File: src/rtl/ft_pkg.sv
// Shared state encoding, defaults and helpers for the compressed-decoder fault-tolerance controller.
package ft_pkg;

   localparam int CDEC_MAX_RETRY  = 2;
   localparam int CDEC_STAT_CNT_W = 16;

   typedef enum logic [1:0] {
      CDEC_RUN    = 2'd0,
      CDEC_STALL  = 2'd1,
      CDEC_REPLAY = 2'd2,
      CDEC_FATAL  = 2'd3
   } cdec_state_e;

   // True when at least two of the three replicas are flagged, so no majority vote can be formed.
   function automatic logic two_or_more(input logic [2:0] v);
      return (v[0] & v[1]) | (v[0] & v[2]) | (v[1] & v[2]);
   endfunction

endpackage

File: src/rtl/cv32e40p_ft_sat_cnt.sv
// Saturating event counter with synchronous clear; counts on the clock after inc_i, no backpressure.
module cv32e40p_ft_sat_cnt #(
   parameter int W = 16
) (
   input  logic         clk,
   input  logic         rst,
   input  logic         clr_i,
   input  logic         inc_i,
   output logic [W-1:0] cnt_o
);

   logic [W-1:0] cnt_q, cnt_d;

   always_comb begin
      cnt_d = cnt_q;
      if (clr_i) begin
         cnt_d = '0;
      end else if (inc_i && (cnt_q != {W{1'b1}})) begin
         cnt_d = cnt_q + W'(1);
      end
   end

   always_ff @(posedge clk) begin
      if (rst) begin
         cnt_q <= '0;
      end else begin
         cnt_q <= cnt_d;
      end
   end

   assign cnt_o = cnt_q;

endmodule

File: src/rtl/cv32e40p_ft_cdec_ctrl.sv
// Replay/fatal controller for the TMR compressed decoder; all outputs registered, one-cycle state latency.
// Statistics counters are built only when CDEC_FT_STATS_EN is defined; otherwise they read 0.
module cv32e40p_ft_cdec_ctrl
   import ft_pkg::*;
#(
   parameter int MAX_RETRY = CDEC_MAX_RETRY,
   parameter int CNT_W     = CDEC_STAT_CNT_W
) (
   input  logic             clk,
   input  logic             rst,
   input  logic             instr_valid_i,
   input  logic             err_detected_i,
   input  logic             err_corrected_i,
   input  logic [2:0]       is_broken_i,
   input  logic             force_we_i,
   input  logic [2:0]       force_mask_i,
   input  logic             clear_i,
   output logic [2:0]       set_broken_o,
   output logic             stall_o,
   output logic             replay_o,
   output logic             fatal_o,
   output logic             reject_o,
   output logic [1:0]       state_o,
   output logic [CNT_W-1:0] err_cnt_o,
   output logic [CNT_W-1:0] corr_cnt_o
);

   localparam logic [2:0] RETRY_LIM = 3'(MAX_RETRY);

   cdec_state_e state_q, state_d;
   logic [2:0]  retry_q, retry_d;
   logic [2:0]  force_q, force_d;
   logic        reject_q, reject_d;
   logic        ue;
   logic        no_majority;
   logic        force_bad;

   assign ue          = instr_valid_i & err_detected_i & ~err_corrected_i;
   assign no_majority = two_or_more(is_broken_i | force_q);
   assign force_bad   = two_or_more(force_mask_i | is_broken_i);

   // clear_i outranks the loss-of-majority escape, which outranks a normal UE.
   always_comb begin
      state_d = state_q;
      retry_d = retry_q;
      if (clear_i) begin
         state_d = CDEC_RUN;
         retry_d = '0;
      end else begin
         if (no_majority && (state_q != CDEC_FATAL)) begin
            state_d = CDEC_FATAL;
         end else begin
            case (state_q)
               CDEC_RUN: begin
                  if (ue) begin
                     state_d = (retry_q < RETRY_LIM) ? CDEC_STALL : CDEC_FATAL;
                  end
               end
               CDEC_STALL:  state_d = CDEC_REPLAY;
               CDEC_REPLAY: state_d = CDEC_RUN;
               default:     state_d = CDEC_FATAL;
            endcase
         end
         if (state_q == CDEC_REPLAY) begin
            retry_d = retry_q + 3'd1;
         end else if ((state_q == CDEC_RUN) && instr_valid_i && !ue) begin
            retry_d = '0;
         end
      end
   end

   // A forced mask that would itself leave no majority is refused rather than applied.
   always_comb begin
      force_d  = force_q;
      reject_d = 1'b0;
      if (force_we_i) begin
         if (force_bad) begin
            reject_d = 1'b1;
         end else begin
            force_d = force_mask_i;
         end
      end
   end

   always_ff @(posedge clk) begin
      if (rst) begin
         state_q  <= CDEC_RUN;
         retry_q  <= '0;
         force_q  <= '0;
         reject_q <= 1'b0;
      end else begin
         state_q  <= state_d;
         retry_q  <= retry_d;
         force_q  <= force_d;
         reject_q <= reject_d;
      end
   end

   assign set_broken_o = force_q;
   assign stall_o      = (state_q != CDEC_RUN);
   assign replay_o     = (state_q == CDEC_REPLAY);
   assign fatal_o      = (state_q == CDEC_FATAL);
   assign reject_o     = reject_q;
   assign state_o      = state_q;

`ifdef CDEC_FT_STATS_EN
   cv32e40p_ft_sat_cnt #(.W(CNT_W)) u_err_cnt (
      .clk   (clk),
      .rst   (rst),
      .clr_i (clear_i),
      .inc_i (instr_valid_i & err_detected_i),
      .cnt_o (err_cnt_o)
   );

   cv32e40p_ft_sat_cnt #(.W(CNT_W)) u_corr_cnt (
      .clk   (clk),
      .rst   (rst),
      .clr_i (clear_i),
      .inc_i (instr_valid_i & err_corrected_i),
      .cnt_o (corr_cnt_o)
   );
`else
   assign err_cnt_o  = '0;
   assign corr_cnt_o = '0;
`endif

endmodule

File: config.mk
export PLATFORM = sky130hd
export DESIGN_NAME = cv32e40p_ft_cdec_ctrl
export DESIGN_NICKNAME = d
export VERILOG_FILES = /design/src/rtl/ft_pkg.sv /design/src/rtl/cv32e40p_ft_sat_cnt.sv /design/src/rtl/cv32e40p_ft_cdec_ctrl.sv
export SDC_FILE = /design/constraint.sdc
export NUM_CORES = 1
export LEC_CHECK = 0
export BUFFER_PORTS_ARGS = -buffer_cell sky130_fd_sc_hd__buf_2
export CAP_MARGIN = 40
export CORE_MARGIN = 2
export CORE_UTILIZATION = 43
export CTS_CLUSTER_DIAMETER = 80
export CTS_CLUSTER_SIZE = 8
export DETAILED_ROUTE_END_ITERATION = 12
export PLACE_DENSITY_LB_ADDON = 0.25
export SYNTH_ARGS = -nofsm -noshare
export SYNTH_HDL_FRONTEND = slang
export SYNTH_SLANG_ARGS = --single-unit
File: constraint.sdc
create_clock -name clk -period 2.4 [get_ports clk]
set_input_delay 0.24 -clock clk [delete_from_list [all_inputs] [get_ports clk]]
set_output_delay 0.24 -clock clk [all_outputs]
set_load 0.02 [all_outputs]
==> results of run 1 <==
-- metal layers --
metal	up-vias	GRT usage (%)	wire length [µm]
li1	287	-	-
met1	245	15.15	531
met2	35	20.83	518
met3	0	3.529	134
met4	0	8.333	0
met5	-	0	0
-- state kept, by name, indices dropped and copies added (netlist names) --
| name | cells |
|---|---|
| reject_o | 1 |
| retry_q | 3 |
| set_broken_o | 3 |
| state_o | 2 |
-- cell type report --
class | count | area [µm²]
Clock buffer | 4 | 26.28
Fill cell | 186 | 910.9
Inverter | 5 | 18.77
Multi-Input combinational cell | 72 | 454.2
Sequential cell | 9 | 180.2
Tap cell | 25 | 31.28
Timing Repair Buffer | 21 | 105.1
-- where the power goes --
| part | internal, mW | leakage, nW | total (mW) | switching, mW |
|---|---|---|---|---|
| Clock | 0.0640 | 0.0150 | 0.116 | 0.0515 |
| Sequential | 0.157 | 0.0734 | 0.164 | 0.00685 |
| Combinational | 0.0462 | 0.334 | 0.156 | 0.110 |
| Total | 0.267 | 0.422 | 0.435 | 0.168 |
-- layout by cell type, fill, tap and decap left out, types with 2 or more instances in the layout --
master,count
mux2i_1,2
nor2_1,7
a21oi_1,2
buf_2,21
ha_1,4
a21o_1,2
clkbuf_4,3
a32oi_1,3
o21ai_0,2
nor3_1,2
dfxtp_1,9
conb_1,32
inv_1,5
a22oi_1,2
nor4_4,2
-- worst max path at each step --
stage	start	slack (ns)	end
after CTS	state_o[0]$_SDFFE_PP0P_	0.94	stall_o
after global routing	state_o[0]$_SDFFE_PP0P_	0.88	retry_q[2]$_SDFFE_PP0P_
final	state_o[0]$_SDFFE_PP0P_	0.96	stall_o
after detailed placement	state_o[0]$_SDFFE_PP0P_	1.02	retry_q[2]$_SDFFE_PP0P_
after floorplan	state_o[0]$_SDFFE_PP0P_	0.90	retry_q[2]$_SDFFE_PP0P_
after global placement	state_o[0]$_SDFFE_PP0P_	1.11	retry_q[2]$_SDFFE_PP0P_
-- cell families (layout without fill, tap and decap cells) --
logic type / after synthesis / after routing / synth area share, %
buffers and inverters: 38 / 30 / 33.76
other: 1 / 32 / 0.4795
multiplexers: 2 / 2 / 2.560
AO/OA/AOI/OAI: 16 / 16 / 14.40
flip-flops: 9 / 9 / 23.04
AND/OR/NAND/NOR: 17 / 17 / 17.92
adder cells (fa/ha/maj): 5 / 5 / 7.840
-- through the flow --
step,cells,worst slack [ns],total power [mW]
finish,136,0.9610,0.4351
global route,136,0.8833,0.4693
CTS,136,0.9358,0.4461
detailed placement,132,1.020,0.3226
global placement,132,1.107,0.3220
floorplan,119,0.8972,0.3247
-- worst max-delay path, stage by stage (launching register included) --
cell,delay (ns)
dfxtp_1,0.38
inv_1,0.09
ha_1,0.25
inv_1,0.07
buf_2,0.15
==> run metrics, run 1 <==
mapped cell area between 700 and 800 µm²; Die W 46.65 µm; IR drop worst, VDD between 0.2 and 0.3 mV; cell taking the most area after synthesis buf_4; Port-buffer cells 21; crit-path max FO 5; clk slew on worst S/H paths about 0.06 ns; unrepaired setup endpoints after global routing no; Leak 0.4223 nW; first-pass GRT wire length 1.938 mm; Critical Path RT roughly 2.2 ns; initial antenna violation count 0; hold path cells 2; Post-synth EDFFs 0; pwr dens 533.4 nW/µm²; Area Growth Syn to Fin 4.320%; DP Area around 800 µm²; Post-synth top cells buf_4, dfxtp_1, nor2_1; nets between 100 and 150; total gr overflow 0; TritonCTS clock tree yes; final-report hold violation count 0; CTS root buf clkbuf_4; Critical Path End Type primary output; Routed WL 1.183 mm; crit path kind flip-flop to primary output; worst reg2reg path endpoint retry_q[2]$_SDFFE_PP0P_; vias in the first global route 495; CTS Hold Buffers Added 0; post-CTS setup buffer count 0; Clock Sinks 9; async set-reset flop share out of synthesis 0%; R2R depth 5; synth warn 0; total number of H-tree levels 1; Slew Limit Fails 0; worst-skew pair later-pin latency 0.26 ns; Initial Util 45.29%; Hold EP retry_q[1]$_SDFFE_PP0P_; final RePlAce weighted congestion 0.7326; final core utilization between 40% and 50%; CTS resizes 0; post-synthesis cell count 88; First-pass DRT Iterations 2; Ant. Diodes 0; Max-Cap Viols 0; startpoint types flip-flop; Max clock buf depth 2; routed len/inst 8.699 µm; Core Area approximately 1700 µm²; Site Rows 15; post-layout min period approximately 1.4 ns; Hold Slack ~0.26 ns; io pins 54; post-route cell area around 820 µm²; most common cell in the netlist buf_4; share of layout cells above drive strength 1 a little under 30%; register area share after synthesis 23.04%; DIE HEIGHT between 40 and 50 µm; status completed; final setup vio count 0; CTS Buf Count 3; Tot GR Track Use 13.03%; WP data arrival 1.20 ns; Max Freq around 690 MHz; Area contributors post-synth buf_4, dfxtp_1, ha_1; Tcrit/Tclk final ~60%; min-delay src clear_i; Yosys cell types 27; die area 2176 µm²; post-route setup TNS 0 ns; # DRC 0; DPL Wire Length about 990 µm; Worst Hold Class input port to flip-flop; vias per inst roughly 4.2; via count ~570; Detail Route Antenna Nets 0; largest net degree at the start of global routing 10; 1st-iter DRT viols 9; R2R setup slack around 1.0 ns; top cell type's share of synthesized area between 30% and 40%; ys flop type dfxtp_1; #FFs+latches synth 9; Avg Cell Area, Syn between 8 and 9 µm²; Reg2Reg Launch Point state_o[0]$_SDFFE_PP0P_; Setup Skew 0.005147 ns
(Power assumes the default switching activity.)
==> run 2: changes to the inputs <==
--- a/config.mk
+++ b/config.mk
@@ -8,7 +8,7 @@
 export BUFFER_PORTS_ARGS = -buffer_cell sky130_fd_sc_hd__buf_2
 export CAP_MARGIN = 40
 export CORE_MARGIN = 2
-export CORE_UTILIZATION = 43
+export CORE_UTILIZATION = 40
 export CTS_CLUSTER_DIAMETER = 80
 export CTS_CLUSTER_SIZE = 8
 export DETAILED_ROUTE_END_ITERATION = 12
==> constraint.sdc (replaced) <==
create_clock -name clk -period 1.5 [get_ports clk]
set_input_delay 0.15 -clock clk [delete_from_list [all_inputs] [get_ports clk]]
set_output_delay 0.15 -clock clk [all_outputs]
set_load 0.02 [all_outputs]
==> run 2 against run 1 <==
Against the previous run: sequential power increased by 60%; wire length increased by 2.0%; cell count unchanged; core utilization decreased by 1.4 points; via count increased by 0.53%; critical path depth unchanged; setup slack got worse by 0.78 ns; non-clock buffer count unchanged; count of clock-buffer cells in the layout decreased by 1; cell area increased by 0.31%; critical path type unchanged.
==> run metrics, run 2 (same netlist as run 1, synthesis figures left out) <==
post-CTS setup buffer count 0 (unchanged); Post-Place Setup Slack 0.1859 ns (-0.8339 ns); Core Area 1783 µm² (+3.3%); Max Freq roughly 760 MHz; combinational share of power 35.8% (about the same); Tcrit/Tclk final slightly below 90%; vias per inst 4.191 (+0.53%); most common cell after layout, fill and taps aside conb_1; min-delay src clear_i; io pins 54 (unchanged); 1st-iter DRT viols 3 (-6); status completed; initial antenna violation count 0 (unchanged); CTS Hold Buffers Added 0 (unchanged); post-layout min period roughly 1.3 ns; commonest non-fill, non-tap cells in the layout conb_1, buf_2, dfxtp_1; Leak 0.4253 nW (+0.72%); Port-buffer cells 21 (unchanged); Initial Util 43.86% (-1.4 points); switching share of total power 39.15% (+0.51 points); area of the multi-input gates 454.2 µm² (unchanged); fill count 191 (+2.7%); startpoint types flip-flop; Setup Skew 0.001036 ns (-0.004111 ns); Critical Path RT 1.35 ns (-0.81 ns); Clock Sinks 9 (unchanged); crit path launch state_o[1]$_SDFFE_PP0P_; First-pass DRT Iterations 2 (unchanged); Max-Cap Viols 0 (unchanged); Routed WL 1.207 mm (+2.0%); first-pass GRT wire length 1.787 mm (-7.8%); Worst Hold Class input port to flip-flop; Reg2Reg Launch Point state_o[0]$_SDFFE_PP0P_; Slew Limit Fails 0 (unchanged); DIE HEIGHT 48.22 µm (+3.4%); DPL Wire Length 1.019 mm (+3.1%); post-route setup TNS 0 ns (unchanged); crit-path max FO 5 (unchanged); Critical Path End Type primary output; Area Growth Syn to Fin 4.640%; final core utilization 45.89% (-1.4 points); Int Pwr 424.0 µW (+59%); CTS Buf Count 3 (unchanged); routed len/inst 8.875 µm (+2.0%); unrepaired setup endpoints after global routing no; largest net degree at the start of global routing 10 (unchanged); Power Total 696.8 µW (+60%); CTS resizes 0 (unchanged); CTS root buf clkbuf_4; total gr overflow 0 (unchanged); sequential fraction of design power 37.7% (about the same); nets 129 (unchanged); pwr dens 851.5 nW/µm² (+60%); clock group share of total power 26.5% (about the same); total number of H-tree levels 1 (unchanged); die area 2325 µm² (+6.8%); Max clock buf depth 2 (unchanged); final-report hold violation count 0 (unchanged); Tot GR Track Use 11.09% (-1.9 points); share of layout cells above drive strength 1 30.63% (+1.8 points); register area 181.4 µm² (+0.69%); Die W 48.22 µm (+3.4%); WP data arrival 1.17 ns (-0.03 ns); TritonCTS clock tree yes; via count 570 (+0.53%); IR drop worst, VDD 0.4120 mV (+41%); # DRC 0 (unchanged); final setup vio count 0 (unchanged); Ant. Diodes 0 (unchanged); slack of the critical path 0.1837 ns (-0.7773 ns); crit path kind flip-flop to primary output; vias in the first global route 426 (-14%); final RePlAce weighted congestion 0.7316 (-0.14%); sw power 272.8 µW (+62%); R2R setup slack 0.20 ns (-0.82 ns); clk slew on worst S/H paths 0.06 ns (about the same); Detail Route Antenna Nets 0 (unchanged); Site Rows 15 (unchanged); worst-skew pair later-pin latency 0.26 ns (about the same)
-- run 2: layout make-up --
type                            count  share of cell area, %
Clock inverter                      1                 0.6116
Inverter                            5                  2.294
Tap cell                           25                  3.823
Sequential cell                     9                  22.17
Multi-Input combinational cell     72                  55.50
Clock buffer                        3                  2.752
Timing Repair Buffer               21                  12.84
-- run 2: worst paths after layout --
check | endpoint | depth (start not counted)
worst max-delay path | stall_o | 4
worst min-delay path | retry_q[2]$_SDFFE_PP0P_ | 2
worst max register to register | retry_q[2]$_SDFFE_PP0P_ | 5
worst min register to register | set_broken_o[1]$_SDFFE_PP0P_ | 2
-- run 2: per-stage QoR --
step | hold WS (ns) | area, µm² | instances
after global placement | 0.4347 | 790.8 | 132
after detailed placement | 0.4268 | 790.8 | 132
after CTS | 0.1438 | 818.3 | 136
after floorplan | 0.2285 | 899.6 | 119
after global routing | 0.1544 | 818.3 | 136
final | 0.1553 | 818.3 | 136
-- run 2: critical path, cell delays in order (launching register included) --
cell	delay [ns]
dfxtp_1	0.40
inv_1	0.08
ha_1	0.22
inv_1	0.06
buf_2	0.15
-- run 2: routing by layer --
metal | global-route usage, % | vias up | share of wire, %
met1 | 13.53 | 249 | 44
li1 | - | 284 | -
met3 | 3.704 | 2 | 11
met4 | 4.865 | 0 | 0.58
met5 | 0 | - | 0
met2 | 17.63 | 35 | 44
-- run 2: power by group through the flow --
stage                     Combinational [mW]  Sequential [mW]  Clock (mW)
after floorplan                        0.241            0.280           0
after global placement                 0.249            0.267           0
after detailed placement               0.250            0.269           0
after CTS                              0.251            0.263       0.198
after global routing                   0.277            0.265       0.210
final                                  0.249            0.263       0.185
==> run 3: changes to the inputs <==
--- a/config.mk
+++ b/config.mk
@@ -13,6 +13,7 @@
 export CTS_CLUSTER_SIZE = 8
 export DETAILED_ROUTE_END_ITERATION = 12
 export PLACE_DENSITY_LB_ADDON = 0.25
+export REMOVE_ABC_BUFFERS = 1
 export SYNTH_ARGS = -nofsm -noshare
 export SYNTH_HDL_FRONTEND = slang
 export SYNTH_SLANG_ARGS = --single-unit
==> run 3 against run 2 <==
Against the previous run: total power up 1.6%; die area unchanged; largest cell class unchanged; highest routed layer is now met3; core utilization up 0.21 points; via count down 1.6%.
==> run metrics, run 3 (same netlist as run 1, synthesis figures left out) <==
crit-path max FO 5 (unchanged); Max clock buf depth 2 (unchanged); Area Growth Syn to Fin 5.120%; Critical Path RT 1.35 ns (about the same); startpoint types flip-flop; sequential fraction of design power 37.1% (-0.6 points); Ant. Diodes 0 (unchanged); Core Area 1783 µm² (unchanged); die area 2325 µm² (unchanged); WP data arrival 1.24 ns (+0.07 ns); CTS Buf Count 3 (unchanged); Die W 48.22 µm (unchanged); routed len/inst 9.632 µm (+8.5%); first-pass GRT wire length 1.807 mm (+1.1%); share of layout cells above drive strength 1 29.73% (-0.90 points); Leak 0.4228 nW (-0.59%); largest net degree at the start of global routing 10 (unchanged); CP dominant cell by count inv_1; status completed; Setup Skew 0.0006105 ns (-0.0004254 ns); via count 561 (-1.6%); Reg2Reg Launch Point state_o[0]$_SDFFE_PP0P_; Port-buffer cells 21 (unchanged); TritonCTS clock tree yes; DPL Wire Length 1.085 mm (+6.5%); worst path cell trace inv_1 > ha_1 > inv_1 > buf_2; switching share of total power 39.33% (+0.18 points); most common cell after layout, fill and taps aside conb_1; final setup vio count 0 (unchanged); io pins 54 (unchanged); 1st-iter DRT viols 14 (+11); Int Pwr 429.6 µW (+1.3%); sw power 278.4 µW (+2.1%); initial antenna violation count 0 (unchanged); crit path kind flip-flop to primary output; min-delay src clear_i; Max Freq 720.0 MHz (-5.2%); vias in the first global route 436 (+2.3%); commonest non-fill, non-tap cells in the layout conb_1, buf_2, dfxtp_1; clock group share of total power 26.5% (about the same); combinational share of power 36.4% (+0.6 points); Clock Sinks 9 (unchanged); vias per inst 4.125 (-1.6%); Routed WL 1.310 mm (+8.5%); Site Rows 15 (unchanged); Critical Path End Type primary output; # DRC 0 (unchanged); Critical Path Max Stage Delay 0.40 ns (about the same); Detail Route Antenna Nets 0 (unchanged); final RePlAce weighted congestion 0.7562 (+3.4%); worst-skew pair later-pin latency 0.26 ns (about the same); clk slew on worst S/H paths 0.06 ns (about the same); nets 129 (unchanged); Worst Hold Class input port to flip-flop; Tot GR Track Use 11.70% (+0.61 points); total gr overflow 0 (unchanged); final core utilization 46.11% (+0.21 points); post-layout min period 1.389 ns (+0.07249 ns); non-filler cells, final 136 (unchanged); Slew Limit Fails 0 (unchanged); total number of H-tree levels 1 (unchanged); unrepaired setup endpoints after global routing no; CTS root buf clkbuf_4; IR drop worst, VDD 0.4502 mV (+9.3%); pwr dens 861.3 nW/µm² (+1.2%); final-report hold violation count 0 (unchanged); Tcrit/Tclk final 92.59% (+4.8 points); Post-Place Cells 132 (unchanged); crit path launch state_o[0]$_SDFFE_PP0P_; First-pass DRT Iterations 4 (+2); Power Total 708.0 µW (+1.6%); post-CTS setup buffer count 0 (unchanged); DIE HEIGHT 48.22 µm (unchanged); Initial Util 43.86% (unchanged); Max-Cap Viols 0 (unchanged); Slowest-stage cell, CP dfxtp_1
run 3: changes by cell type in the layout (fill, tap and decap cells not counted), sizes merged:
cell    change
clkbuf      +1
clkinv      -1
run 3: layout make-up:
type	instances	area (µm²)
clock buffer	4	26.28
fill	193	960.9
inverter	5	18.77
multi-input combinational	72	460.4
sequential	9	180.2
tap	25	31.28
timing repair buffer	21	105.1
run 3: metal layers:
| layer | wire length, µm | vias up | share of wire (%) | track usage [%] |
|---|---|---|---|---|
| li1 | - | 287 | - | - |
| met3 | 147 | 0 | 11 | 7.407 |
| met1 | 523 | 240 | 40 | 11.56 |
| met4 | 0 | 0 | 0 | 3.243 |
| met2 | 639 | 34 | 49 | 20.26 |
| met5 | 0 | - | 0 | 0 |
run 3: final timing paths:
| kind | end | slack (ns) | cells after the start |
|---|---|---|---|
| setup / recovery | stall_o | 0.11 | 4 |
| hold / removal | retry_q[1]$_SDFFE_PP0P_ | 0.16 | 2 |
| setup reg to reg | retry_q[2]$_SDFFE_PP0P_ | 0.12 | 5 |
| hold reg to reg | set_broken_o[0]$_SDFFE_PP0P_ | 0.52 | 2 |
run 3: critical path: cells and delay by family, from the launching register on:
kind,cells,cell delay (ns)
flip-flops,1,0.40
buffers and inverters,3,0.32
adder cells (fa/ha/maj),1,0.26
run 3: stage by stage:
step	TNS [ns]	setup slack (ns)	hold WS [ns]	cell area [µm²]
after global placement	0	0.2104	0.4245	789.5
final	0	0.1112	0.1574	822.0
after global routing	0	0.005739	0.1500	822.0
after CTS	0	0.05192	0.1441	815.8
after detailed placement	0	0.05987	0.4286	789.5
after floorplan	-0.002747	-0.002747	0.2214	653.1
run 3: power groups by stage:
stage               sequential [mW]  combinational (mW)  clock (mW)
global route                  0.265               0.283       0.217
detailed placement            0.268               0.252           0
global placement              0.267               0.248           0
finish                        0.263               0.257       0.188
floorplan                     0.279               0.172           0
CTS                           0.263               0.253       0.203
run 3: repair_timing:
item	CTS	global route
resized for setup	0	1
endpoints found under the setup margin	0	1
hold buffers	0	0
